$ cat config.mk
export PLATFORM = sky130hd
export DESIGN_NAME = scp_rom_server_flat
export DESIGN_NICKNAME = d
export VERILOG_FILES = /design/src/rtl/scp_rom_server_if.sv /design/src/rtl/scp_rom_server.sv /design/src/flat_wrapper.sv
export SDC_FILE = /design/constraint.sdc
export NUM_CORES = 1
export LEC_CHECK = 0
export ABC_CLOCK_PERIOD_IN_PS = 3960
export BUFFER_PORTS_ARGS = -buffer_cell sky130_fd_sc_hd__buf_2
export CAP_MARGIN = 25
export CORE_ASPECT_RATIO = 0.7
export CORE_MARGIN = 4
export CORE_UTILIZATION = 51
export DETAILED_ROUTE_END_ITERATION = 10
export PLACE_DENSITY_LB_ADDON = 0.08
export SETUP_SLACK_MARGIN = 0.05
export SKIP_CTS_REPAIR_TIMING = 1
export SYNTH_ARGS = -nofsm -noshare
export SYNTH_HDL_FRONTEND = slang
export SYNTH_SLANG_ARGS = --single-unit
$ cat constraint.sdc
create_clock -name clk -period 3.96 [get_ports clk]
set_input_delay 0.396 -clock clk [delete_from_list [all_inputs] [get_ports clk]]
set_output_delay 0.396 -clock clk [all_outputs]
set_load 0.01 [all_outputs]
$ cat src/rtl/scp_rom_server_if.sv
// Bus bundle between the tilemap fetcher, the ROM server and the SDRAM burst port.
// The slave modport is the server's view; master is the fetcher/SDRAM side.
interface scp_rom_server_if;
  logic [20:0] rom_address;
  logic        rom_req;
  logic        rom_ack;
  logic [63:0] rom_data;
  logic        flush;
  logic [25:0] sdr_addr;
  logic        sdr_rd;
  logic [15:0] sdr_data;
  logic        sdr_valid;

  modport master (
    output rom_address,
    output rom_req,
    output flush,
    output sdr_data,
    output sdr_valid,
    input  rom_ack,
    input  rom_data,
    input  sdr_addr,
    input  sdr_rd
  );

  modport slave (
    input  rom_address,
    input  rom_req,
    input  flush,
    input  sdr_data,
    input  sdr_valid,
    output rom_ack,
    output rom_data,
    output sdr_addr,
    output sdr_rd
  );
endinterface

$ cat src/rtl/scp_rom_server.sv
// Tile ROM server: toggle-handshake quadword reads backed by a one-entry hit
// register, refilled by 4-beat 16-bit SDRAM bursts.
module scp_rom_server #(
  parameter logic [25:0] ROM_BASE = 26'h000000
) (
  input  logic             clk,
  input  logic             reset,
  scp_rom_server_if.slave  bus
);

  typedef enum logic {IDLE, FETCH} state_t;

  state_t      state;
  state_t      state_next;
  logic [1:0]  beat_cnt;
  logic [17:0] fetch_tag;
  logic [17:0] hit_tag;
  logic [63:0] hit_data;
  logic        hit_valid;
  logic [47:0] asm_data;

  logic        pending;
  logic        tag_match;
  logic        take_hit;
  logic        take_miss;
  logic        take_beat;
  logic        take_last;

  // Byte address of the burst; the sum is truncated to 26 bits so it wraps.
  function automatic logic [25:0] burst_addr(input logic [17:0] qw);
    return ROM_BASE + {5'd0, qw, 3'd0};
  endfunction

  assign pending   = (bus.rom_req != bus.rom_ack);
  assign tag_match = hit_valid && (hit_tag == bus.rom_address[20:3]) && !bus.flush;

  always_ff @(posedge clk) begin
    if (reset) state <= IDLE;
    else       state <= state_next;
  end

  always_comb begin
    state_next = state;
    take_hit   = 1'b0;
    take_miss  = 1'b0;
    take_beat  = 1'b0;
    take_last  = 1'b0;
    case (state)
      IDLE: begin
        if (pending) begin
          if (tag_match) begin
            take_hit = 1'b1;
          end else begin
            take_miss  = 1'b1;
            state_next = FETCH;
          end
        end
      end
      FETCH: begin
        if (bus.sdr_valid) begin
          take_beat = 1'b1;
          if (beat_cnt == 2'd3) begin
            take_last  = 1'b1;
            state_next = IDLE;
          end
        end
      end
      default: state_next = IDLE;
    endcase
  end

  // Handshake, burst request and hit-valid control
  always_ff @(posedge clk) begin
    if (reset) begin
      bus.rom_ack  <= 1'b0;
      bus.rom_data <= 64'd0;
      bus.sdr_rd   <= 1'b0;
      bus.sdr_addr <= 26'd0;
      hit_valid    <= 1'b0;
      beat_cnt     <= 2'd0;
    end else begin
      bus.sdr_rd <= take_miss;
      if (take_hit) begin
        bus.rom_data <= hit_data;
        bus.rom_ack  <= ~bus.rom_ack;
      end
      if (take_miss) begin
        bus.sdr_addr <= burst_addr(bus.rom_address[20:3]);
        beat_cnt     <= 2'd0;
      end
      if (take_beat) beat_cnt <= beat_cnt + 2'd1;
      if (take_last) begin
        bus.rom_data <= {bus.sdr_data, asm_data};
        bus.rom_ack  <= ~bus.rom_ack;
      end
      // A flush on the fill edge still delivers data but leaves the entry invalid.
      if (take_last)     hit_valid <= !bus.flush;
      else if (bus.flush) hit_valid <= 1'b0;
    end
  end

  // Burst assembly and hit-register contents
  always_ff @(posedge clk) begin
    if (take_miss) fetch_tag <= bus.rom_address[20:3];
    if (take_beat && !take_last) begin
      case (beat_cnt)
        2'd0:    asm_data[15:0]  <= bus.sdr_data;
        2'd1:    asm_data[31:16] <= bus.sdr_data;
        2'd2:    asm_data[47:32] <= bus.sdr_data;
        default: ;
      endcase
    end
    if (take_last) begin
      hit_tag  <= fetch_tag;
      hit_data <= {bus.sdr_data, asm_data};
    end
  end

endmodule
$ cat src/flat_wrapper.sv
// flat-port wrapper written by rule: the top's interface ports become plain ports
module scp_rom_server_flat 
#(
  parameter logic [25:0] ROM_BASE = 26'h000000
)
  (clk, reset, bus_rom_address, bus_rom_req, bus_flush, bus_sdr_data, bus_sdr_valid, bus_rom_ack, bus_rom_data, bus_sdr_addr, bus_sdr_rd);
  scp_rom_server_if bus_i ();
  input  logic clk;
  input  logic reset;
  input wire logic [$bits(bus_i.rom_address)-1:0] bus_rom_address;
  input wire logic [$bits(bus_i.rom_req)-1:0] bus_rom_req;
  input wire logic [$bits(bus_i.flush)-1:0] bus_flush;
  input wire logic [$bits(bus_i.sdr_data)-1:0] bus_sdr_data;
  input wire logic [$bits(bus_i.sdr_valid)-1:0] bus_sdr_valid;
  output wire logic [$bits(bus_i.rom_ack)-1:0] bus_rom_ack;
  output wire logic [$bits(bus_i.rom_data)-1:0] bus_rom_data;
  output wire logic [$bits(bus_i.sdr_addr)-1:0] bus_sdr_addr;
  output wire logic [$bits(bus_i.sdr_rd)-1:0] bus_sdr_rd;
  assign bus_i.rom_address = bus_rom_address;
  assign bus_i.rom_req = bus_rom_req;
  assign bus_i.flush = bus_flush;
  assign bus_i.sdr_data = bus_sdr_data;
  assign bus_i.sdr_valid = bus_sdr_valid;
  assign bus_rom_ack = bus_i.rom_ack;
  assign bus_rom_data = bus_i.rom_data;
  assign bus_sdr_addr = bus_i.sdr_addr;
  assign bus_sdr_rd = bus_i.sdr_rd;
  scp_rom_server #(.ROM_BASE(ROM_BASE)) u_core (.clk(clk), .reset(reset), .bus(bus_i));
endmodule
==> impl_metrics.json, run 1 <==
{
  "crit_buf_inv": 1,
  "dp_hpwl_mm": 11.4,
  "routed_wl_mm": 18.9,
  "synth_top_area_share_pct": 51.5,
  "wl_met2_mm": 8.16,
  "cts_tree": "built",
  "critical_path_arrival_ns": 3.13,
  "maxUsedRoutingLayer": "met4",
  "cp.depth": 6,
  "wl_met1_mm": 9.01,
  "initialDrtViolationCount": 543,
  "ys_seq_area_share_pct": 72.0,
  "relSlewSlack_pct": 39.0,
  "firstDrtPassIters": 5,
  "fin_tns_setup_ns": 0,
  "finalSetupViolCount": 0,
  "synthCells": 581,
  "yosysTopAreaCell": "edfxtp_1",
  "netlist_top_cells_count": "148 x edfxtp_1, 88 x dfxtp_1, 68 x and3_1",
  "synth.distinct_cells": 32,
  "ys_async_sr_fraction_pct": 0,
  "grt_util_all_layers_pct": 19.5,
  "wl_per_cell_um": 20.3,
  "path_class": "register to register",
  "synth_top_family_by_area": "compound AO/OA/AOI/OAI gates",
  "fp.dieH_um": 117,
  "rsz0062_at_grt": "false",
  "path_delay_family": "simple AND/OR/NAND/NOR gates",
  "syn_area_per_cell_um2": 14.8,
  "synth_edf_count": 148,
  "worst_pin_slew_ns": 0.914,
  "clock_skew_ns": 0.0111,
  "ys.flop_type": "edfxtp_1",
  "ant_nets": 0,
  "cp-start-kind": "register",
  "num_rows": 39,
  "area_delta_synth_final_pct": 16.6,
  "worstSetupEndpointType": "register",
  "status": "finished clean",
  "grt_max_degree": 78,
  "p_leak_nw": 4.02,
  "finalHoldViolCount": 0,
  "grt_pass1_wl_mm": 28.9,
  "drc_errors": 0,
  "whs_path_depth": 2,
  "ys_seq_elements": 236,
  "yosys.area_share.adder_pct": 0.580,
  "fp.dieW_um": 163,
  "cpMaxStageDelayCell": "or2_2",
  "vias_per_cell": 5.75,
  "synth_area_um2": 8620,
  "nets": 735,
  "power_mw": 5.59,
  "holdWs_ns": 0.106,
  "slowest_delay_ns": 0.63,
  "nFillCells": 1278,
  "synth_simple_gate_area_share_pct": 10.4,
  "cts_buffer_depth": 3,
  "required_ns": 4.39,
  "h-tree-depth": 1,
  "clock-sinks": 236,
  "portBuffers": 122,
  "clockRootBuffer": "clkbuf_16",
  "peakVddDrop_mv": 0.381,
  "yosys_warnings": 0,
  "crit_chain": "xnor2_1 > nand4_1 > or2_2 > nor4_4 > buf_4 > a221o_1",
  "cp_max_fo": 64,
  "clk_pin_slew_ns": 0.06,
  "final.min_clock_period_ns": 2.70,
  "synth.area.top_cells": "edfxtp_1 52%, dfxtp_1 20%, a221o_1 7.4%",
  "fin_crit_sh_pct": 68.2,
  "power.density_nw_per_um2": 555,
  "synthMuxAreaShare_pct": 0,
  "yosysMostFrequentCell": "edfxtp_1",
  "io_pins": 134,
  "die_area_um2": 19100,
  "yosys.area_share.xor_xnor_pct": 1.93,
  "clk_latency_ns": 0.49,
  "gp_congestion": 0.795,
  "hp-class": "input port to register",
  "drv_cap": 0,
  "maxSlewViolCount": 0,
  "layout-drive-gt1-share_pct": 24.4,
  "grt_pass1_vias": 5076,
  "fmax_mhz": 371,
  "antenna_found_initial": 0,
  "num_vias": 5350,
  "r2r_cells": 6,
  "grt_remaining_overflow": 0,
  "numCtsBuffers": 22,
  "synth_compound_area_share_pct": 11.5,
  "core-area_um2": 16400,
  "wl_met3_mm": 1.33,
  "start_util_pct": 52.4
}
[power by group]
part           internal, mW  leakage, nW  switching [mW]
Sequential             2.85         2.06           0.104
Combinational         0.216         1.61           0.398
Clock                  1.18        0.346           0.847
Total                  4.24         4.02            1.35
[metal layers]
layer / up-vias / global-route usage (%)
met1: 2643 / 29.7
met3: 33 / 3.99
met5: - / 0
met4: 0 / 5.42
li1: 2493 / -
met2: 181 / 28.7
[cells in the final DEF (no fill, tap or decap), types with 4 or more instances in the layout]
cell type and n:
edfxtp_1 148, buf_2 122, nand2_1 43, buf_4 10, o311ai_1 18, and3_1 67
a221o_1 64, dfxtp_1 88, a32oi_1 18, ha_1 4, clkbuf_16 23, xor2_1 12
nor2_1 4, clkbuf_1 6, nor3_1 4, nor3b_1 20, xnor2_1 7, conb_1 8
clkbuf_8 6
[flip-flops by register name, summed over array words and instances, names as in the netlist]
name	count
u_core.asm_data	48
u_core.beat_cnt	2
u_core.bus.rom_ack	1
u_core.bus.rom_data	64
u_core.bus.sdr_addr	18
u_core.bus.sdr_rd	1
u_core.fetch_tag	18
u_core.hit_data	64
u_core.hit_tag	18
u_core.hit_valid	1
u_core.state	1
[per-stage QoR]
step / std cells / setup slack [ns] / area [um2] / util [%]
after floorplan: 588 / 1.29 / 8650 / -
after detailed placement: 890 / 1.12 / 9350 / 56.9
after CTS: 930 / 1.26 / 10100 / 61.1
after global routing: 930 / 1.10 / 10100 / 61.1
after global placement: 890 / 1.17 / 9350 / 56.9
final: 931 / 1.26 / 10100 / 61.2
[layout make-up]
| type | instances | area [um2] | area share [%] |
|---|---|---|---|
| Inverter | 4 | 15.0 | 0.149 |
| Antenna cell | 1 | 2.50 | 0.0249 |
| Clock inverter | 5 | 21.3 | 0.211 |
| Tap cell | 225 | 282 | 2.80 |
| Timing Repair Buffer | 132 | 686 | 6.82 |
| Clock buffer | 35 | 681 | 6.77 |
| Multi-Input combinational cell | 293 | 2160 | 21.5 |
| Sequential cell | 236 | 6210 | 61.7 |
[cell families (layout without fill, tap and decap cells)]
kind of cell / Yosys count / after routing
DFF: 236 / 236
and+or+nand+nor: 156 / 156
AOI/OAI and AO/OA: 106 / 106
buffers and inverters: 59 / 176
xor gates and xnor gates: 19 / 19
adders and majority gates: 4 / 4
other: 1 / 9
[path summary, 6_finish.rpt]
path	endpoint	startpoint	slack (ns)
worst max-delay path	u_core.bus.rom_data[29]	u_core.hit_tag[13]	1.26
worst min-delay path	u_core.hit_valid	bus_flush	0.11
worst max register to register	u_core.bus.rom_data[29]	u_core.hit_tag[13]	1.26
worst min register to register	u_core.hit_tag[11]	u_core.fetch_tag[11]	0.42
No activity file was read; power rests on OpenSTA's default activity.
==> run 2, diff against run 1 <==
--- a/config.mk
+++ b/config.mk
@@ -5,12 +5,12 @@
 export SDC_FILE = /design/constraint.sdc
 export NUM_CORES = 1
 export LEC_CHECK = 0
-export ABC_CLOCK_PERIOD_IN_PS = 3960
+export ABC_CLOCK_PERIOD_IN_PS = 2700
 export BUFFER_PORTS_ARGS = -buffer_cell sky130_fd_sc_hd__buf_2
 export CAP_MARGIN = 25
 export CORE_ASPECT_RATIO = 0.7
 export CORE_MARGIN = 4
-export CORE_UTILIZATION = 51
+export CORE_UTILIZATION = 56
 export DETAILED_ROUTE_END_ITERATION = 10
 export PLACE_DENSITY_LB_ADDON = 0.08
 export SETUP_SLACK_MARGIN = 0.05
==> constraint.sdc (replaced) <==
create_clock -name clk -period 2.7 [get_ports clk]
set_input_delay 0.27 -clock clk [delete_from_list [all_inputs] [get_ports clk]]
set_output_delay 0.27 -clock clk [all_outputs]
set_load 0.01 [all_outputs]
==> impl_metrics.json, run 2 (synthesized netlist as in run 1, its figures left out) <==
{
  "path_delay_family": "simple AND/OR/NAND/NOR gates",
  "vias_per_cell": 5.92,
  "cts_tree": "built",
  "fin_tns_setup_ns": 0,
  "required_ns": 3.13,
  "antenna_found_initial": 1,
  "drv_cap": 0,
  "h-tree-depth": 1,
  "clk_latency_ns": 0.50,
  "cpMaxStageDelayCell": "dlygate4sd3_1",
  "num_rows": 37,
  "worstSetupEndpointType": "register",
  "power.density_nw_per_um2": 818,
  "grt_max_degree": 150,
  "rsz0062_at_grt": "false",
  "maxSlewViolCount": 0,
  "initialDrtViolationCount": 622,
  "critical_path_arrival_ns": 2.83,
  "finalHoldViolCount": 0,
  "diodes": 0,
  "clockRootBuffer": "clkbuf_16",
  "portBuffers": 122,
  "clk_pin_slew_ns": 0.06,
  "num_vias": 5415,
  "slowest_delay_ns": 0.53,
  "cp_max_fo": 64,
  "holdWs_ns": 0.00611,
  "layout-drive-gt1-share_pct": 25.0,
  "hold_path_startpoint": "bus_rom_address[14]",
  "peakVddDrop_mv": 0.728,
  "finalSetupViolCount": 0,
  "firstDrtPassIters": 5,
  "utilization_pct": 68.8,
  "path_class": "input port to register",
  "drc_errors": 0,
  "nets": 750,
  "nFillCells": 1076,
  "cts_buffer_depth": 3,
  "routed_wl_mm": 18.7,
  "grt_pass1_wl_mm": 28.8,
  "clock_skew_ns": 0.0122,
  "io_pins": 134,
  "worstReg2RegStart": "u_core.hit_tag[17]",
  "p_leak_nw": 4.12,
  "place_ws_ns": 0.322,
  "ant_nets": 0,
  "hp-class": "input port to register",
  "final_cell_mix": "148 x edfxtp_1, 122 x buf_2, 88 x dfxtp_1",
  "cp-start-kind": "input port",
  "numCtsBuffers": 22,
  "core-area_um2": 14900,
  "final_common_cell": "edfxtp_1",
  "fin_crit_sh_pct": 89.0,
  "grt_remaining_overflow": 0,
  "crit_chain": "dlygate4sd3_1 > buf_2 > xor2_1 > nor4_1 > nand3_1 > nor4_4 > buf_12 > a221o_1",
  "final.min_clock_period_ns": 2.40,
  "fmax_mhz": 416,
  "relSlewSlack_pct": 48.1,
  "dp_hpwl_mm": 11.4,
  "fp.dieW_um": 156,
  "wl_per_cell_um": 20.4,
  "clock-sinks": 236,
  "crit_buf_inv": 3,
  "status": "finished clean",
  "fin_ws_ns": 0.297,
  "fp.dieH_um": 112,
  "start_util_pct": 57.9,
  "grt_pass1_vias": 5114,
  "startpoint": "bus_rom_address[9]",
  "worst_pin_slew_ns": 0.777,
  "reg.largest.list": "u_core.bus.rom_data (64), u_core.hit_data (64), u_core.asm_data (48)",
  "die_area_um2": 17500,
  "power_mw": 8.39,
  "grt_util_all_layers_pct": 20.9,
  "gp_congestion": 0.800,
  "area_delta_synth_final_pct": 19.0
}
## run 2: cell type report
class	count	area (um2)	share of cell area, %
Sequential cell	236	6210	60.5
Multi-Input combinational cell	293	2160	21.1
Timing Repair Buffer	147	876	8.54
Clock buffer	33	694	6.77
Tap cell	195	244	2.38
Clock inverter	7	60.1	0.585
Inverter	4	15.0	0.146
## run 2: stage by stage
stage,std cells,cell area (um2)
floorplan,588,8650
global placement,864,9400
detailed placement,864,9400
CTS,904,10100
global route,915,10300
finish,915,10300
## run 2: power breakdown
part / switching, mW / internal, mW / total (mW)
clock network: 1.26 / 1.87 / 3.14
logic: 0.582 / 0.345 / 0.927
registers: 0.152 / 4.17 / 4.33
total: 2.00 / 6.39 / 8.39
## run 2: per-layer routing
| layer | share of wire [%] | GRT usage (%) | vias up |
|---|---|---|---|
| li1 | - | - | 2525 |
| met1 | 45 | 32.3 | 2657 |
| met2 | 46 | 31.5 | 216 |
| met3 | 7.9 | 4.23 | 17 |
| met4 | 0.95 | 3.41 | 0 |
| met5 | 0 | 0 | - |
## run 2: worst paths after layout
path	end	depth (start not counted)	slack [ns]
worst min register to register	u_core.hit_tag[2]	0	0.42
worst min-delay path	u_core.fetch_tag[11]	1	0.006
worst max register to register	u_core.bus.rom_data[56]	6	0.37
worst max-delay path	u_core.bus.rom_data[56]	8	0.30
## run 2: worst register-to-register path: cells and delay by family, from the launching register on
family / cells / cell delay (ns)
compound gates: 1 / 0.24
xor+xnor: 1 / 0.15
buf+inv: 1 / 0.34
flops: 1 / 0.37
simple gates: 3 / 1.17
==> run 3, diff against run 2 <==
--- a/config.mk
+++ b/config.mk
@@ -5,14 +5,16 @@
 export SDC_FILE = /design/constraint.sdc
 export NUM_CORES = 1
 export LEC_CHECK = 0
+export ABC_AREA = 1
 export ABC_CLOCK_PERIOD_IN_PS = 2700
 export BUFFER_PORTS_ARGS = -buffer_cell sky130_fd_sc_hd__buf_2
 export CAP_MARGIN = 25
 export CORE_ASPECT_RATIO = 0.7
 export CORE_MARGIN = 4
-export CORE_UTILIZATION = 56
+export CORE_UTILIZATION = 57
 export DETAILED_ROUTE_END_ITERATION = 10
 export PLACE_DENSITY_LB_ADDON = 0.08
+export RECOVER_POWER = 100
 export SETUP_SLACK_MARGIN = 0.05
 export SKIP_CTS_REPAIR_TIMING = 1
 export SYNTH_ARGS = -nofsm -noshare
==> impl_metrics.json, run 3 <==
{
  "yosysTopAreaCell": "edfxtp_1",
  "synth_area_um2": 9410,
  "firstDrtPassIters": 5,
  "portBuffers": 122,
  "finalSetupViolCount": 0,
  "status": "finished clean",
  "grt_remaining_overflow": 0,
  "finish.instance_area_um2": 10800,
  "pwr-share-seq_pct": 55.0,
  "relSlewSlack_pct": 27.8,
  "peakVddDrop_mv": 0.502,
  "fp.dieW_um": 162,
  "cts_tree": "built",
  "clk_latency_ns": 0.50,
  "netlist_top_cells_count": "305 x nand2_1, 148 x edfxtp_1, 123 x nor2_1",
  "path_delay_family": "buffers and inverters",
  "reg.largest.list": "u_core.bus.rom_data (64), u_core.hit_data (64), u_core.asm_data (48)",
  "io_pins": 134,
  "cp_max_fo": 31,
  "drc_errors": 0,
  "h-tree-depth": 1,
  "maxSlewViolCount": 0,
  "power_mw": 7.10,
  "ys_seq_area_share_pct": 65.9,
  "cpMaxStageDelayCell": "dlygate4sd3_1",
  "finalHoldViolCount": 0,
  "p_leak_nw": 4.58,
  "vias_per_cell": 5.02,
  "clock-sinks": 236,
  "clock_skew_ns": 0.0109,
  "grt_pass1_wl_mm": 31.4,
  "yosys_warnings": 0,
  "clk_pin_slew_ns": 0.06,
  "nets": 1163,
  "routed_wl_mm": 20.1,
  "fin_crit_sh_pct": 86.5,
  "combPwrFrac_pct": 3.4,
  "place_ws_ns": 0.417,
  "holdWs_ns": 0.0186,
  "synth_top_area_share_pct": 47.2,
  "dp.cells": 1299,
  "cp-start-kind": "input port",
  "cts_buffer_depth": 3,
  "core-area_um2": 15800,
  "drv_cap": 0,
  "start_util_pct": 59.5,
  "num_vias": 6793,
  "path_class": "input port to register",
  "antenna_found_initial": 0,
  "dpl_cell_area_um2": 10200,
  "syn_area_per_cell_um2": 9.46,
  "final_cell_mix": "305 x nand2_1, 148 x edfxtp_1, 135 x clkbuf_1",
  "grt_pass1_vias": 6132,
  "die_area_um2": 18700,
  "clockRootBuffer": "clkbuf_16",
  "fin_cells": 1353,
  "ys.flop_type": "edfxtp_1",
  "slowest_delay_ns": 0.52,
  "p_sw_share_pct": 20.5,
  "num_rows": 38,
  "ant_nets": 0,
  "final.min_clock_period_ns": 2.34,
  "utilization_pct": 68.5,
  "final_common_cell": "nand2_1",
  "nFillCells": 1307,
  "synth_edf_count": 148,
  "pwr-share-clk_pct": 41.5,
  "grt_max_degree": 92,
  "rsz0062_at_grt": "false",
  "hp-class": "input port to register",
  "synth.area.top_cells": "edfxtp_1 47%, dfxtp_1 19%, nand2_1 12%",
  "ys_seq_elements": 236,
  "grt_util_all_layers_pct": 21.1,
  "crit_buf_inv": 4,
  "worst_pin_slew_ns": 1.08,
  "yosysMostFrequentCell": "nand2_1",
  "ys_async_sr_fraction_pct": 0,
  "fin_tns_setup_ns": 0,
  "gp_congestion": 0.756,
  "critical_path_arrival_ns": 2.73,
  "area_delta_synth_final_pct": 15.2,
  "crit_chain": "dlygate4sd3_1 > clkbuf_1 > inv_2 > nand2_1 > nand2_1 > nor2_1 > nand2_1 > nor2_1 > nand4_1 > buf_2 > a21oi_1 > nor2_1",
  "synth.distinct_cells": 21,
  "synthCells": 995,
  "fmax_mhz": 428,
  "diodes": 0,
  "power.density_nw_per_um2": 655,
  "numCtsBuffers": 22,
  "worstSetupEndpointType": "register",
  "required_ns": 3.10,
  "layout-drive-gt1-share_pct": 4.41,
  "initialDrtViolationCount": 503,
  "power.switching_mw": 1.45,
  "dp_hpwl_mm": 12.2,
  "power.internal_mw": 5.65,
  "fp.dieH_um": 116,
  "fin_ws_ns": 0.365,
  "wl_per_cell_um": 14.8
}
==> run 3: path summary, 6_finish.rpt <==
| check | slack (ns) | end | from | depth (start not counted) |
|---|---|---|---|---|
| min reg2reg | 0.42 | u_core.hit_tag[13] | u_core.fetch_tag[13] | 0 |
| min | 0.02 | u_core.beat_cnt[1] | reset | 2 |
| max | 0.36 | u_core.bus.rom_data[7] | bus_rom_address[3] | 12 |
| max reg2reg | 0.42 | u_core.bus.rom_data[7] | u_core.hit_tag[4] | 9 |
==> run 3: cell families (layout without fill, tap and decap cells) <==
group,Yosys count,after routing,share of synthesized area [%]
other,1,8,0.0398
DFF,236,236,65.9
AOI/OAI and AO/OA,89,89,4.76
xor gates and xnor gates,4,4,0.372
buffers and inverters,162,293,7.48
and+or+nand+nor,499,499,20.9
adders and majority gates,4,4,0.532
==> run 3: power groups by stage <==
stage	Combinational [mW]	Sequential (mW)	Clock [mW]
after detailed placement	0.244	3.98	0
after global placement	0.240	3.98	0
after floorplan	0.109	3.99	0
after CTS	0.245	3.91	2.99
final	0.245	3.91	2.95
after global routing	0.275	3.91	3.16
==> run 3: area by class of cell <==
class,count,area [um2],share of cell area (%)
Sequential cell,236,6210,57.2
Multi-Input combinational cell,604,2540,23.4
Timing Repair Buffer,153,767,7.07
Clock buffer,38,673,6.21
Inverter,100,380,3.51
Tap cell,220,275,2.54
Clock inverter,2,10.0,0.0923
==> run 3: worst register-to-register path, stage by stage (launching register included) <==
cell and delay (ns):
edfxtp_1 0.41, nor2_1 0.11, nor2_1 0.06, nor2_1 0.10
nand2_1 0.07, nor2_1 0.20, nand4_1 0.45, buf_2 0.48
a21oi_1 0.24, nor2_1 0.06
==> run 3: layer usage <==
metal,global-route usage (%),routed length [um],vias to the layer above
met2,32.3,8770,180
met4,4.94,272,0
met3,4.12,1330,25
met1,31.6,9700,3177
li1,-,-,3411
met5,0,0,-
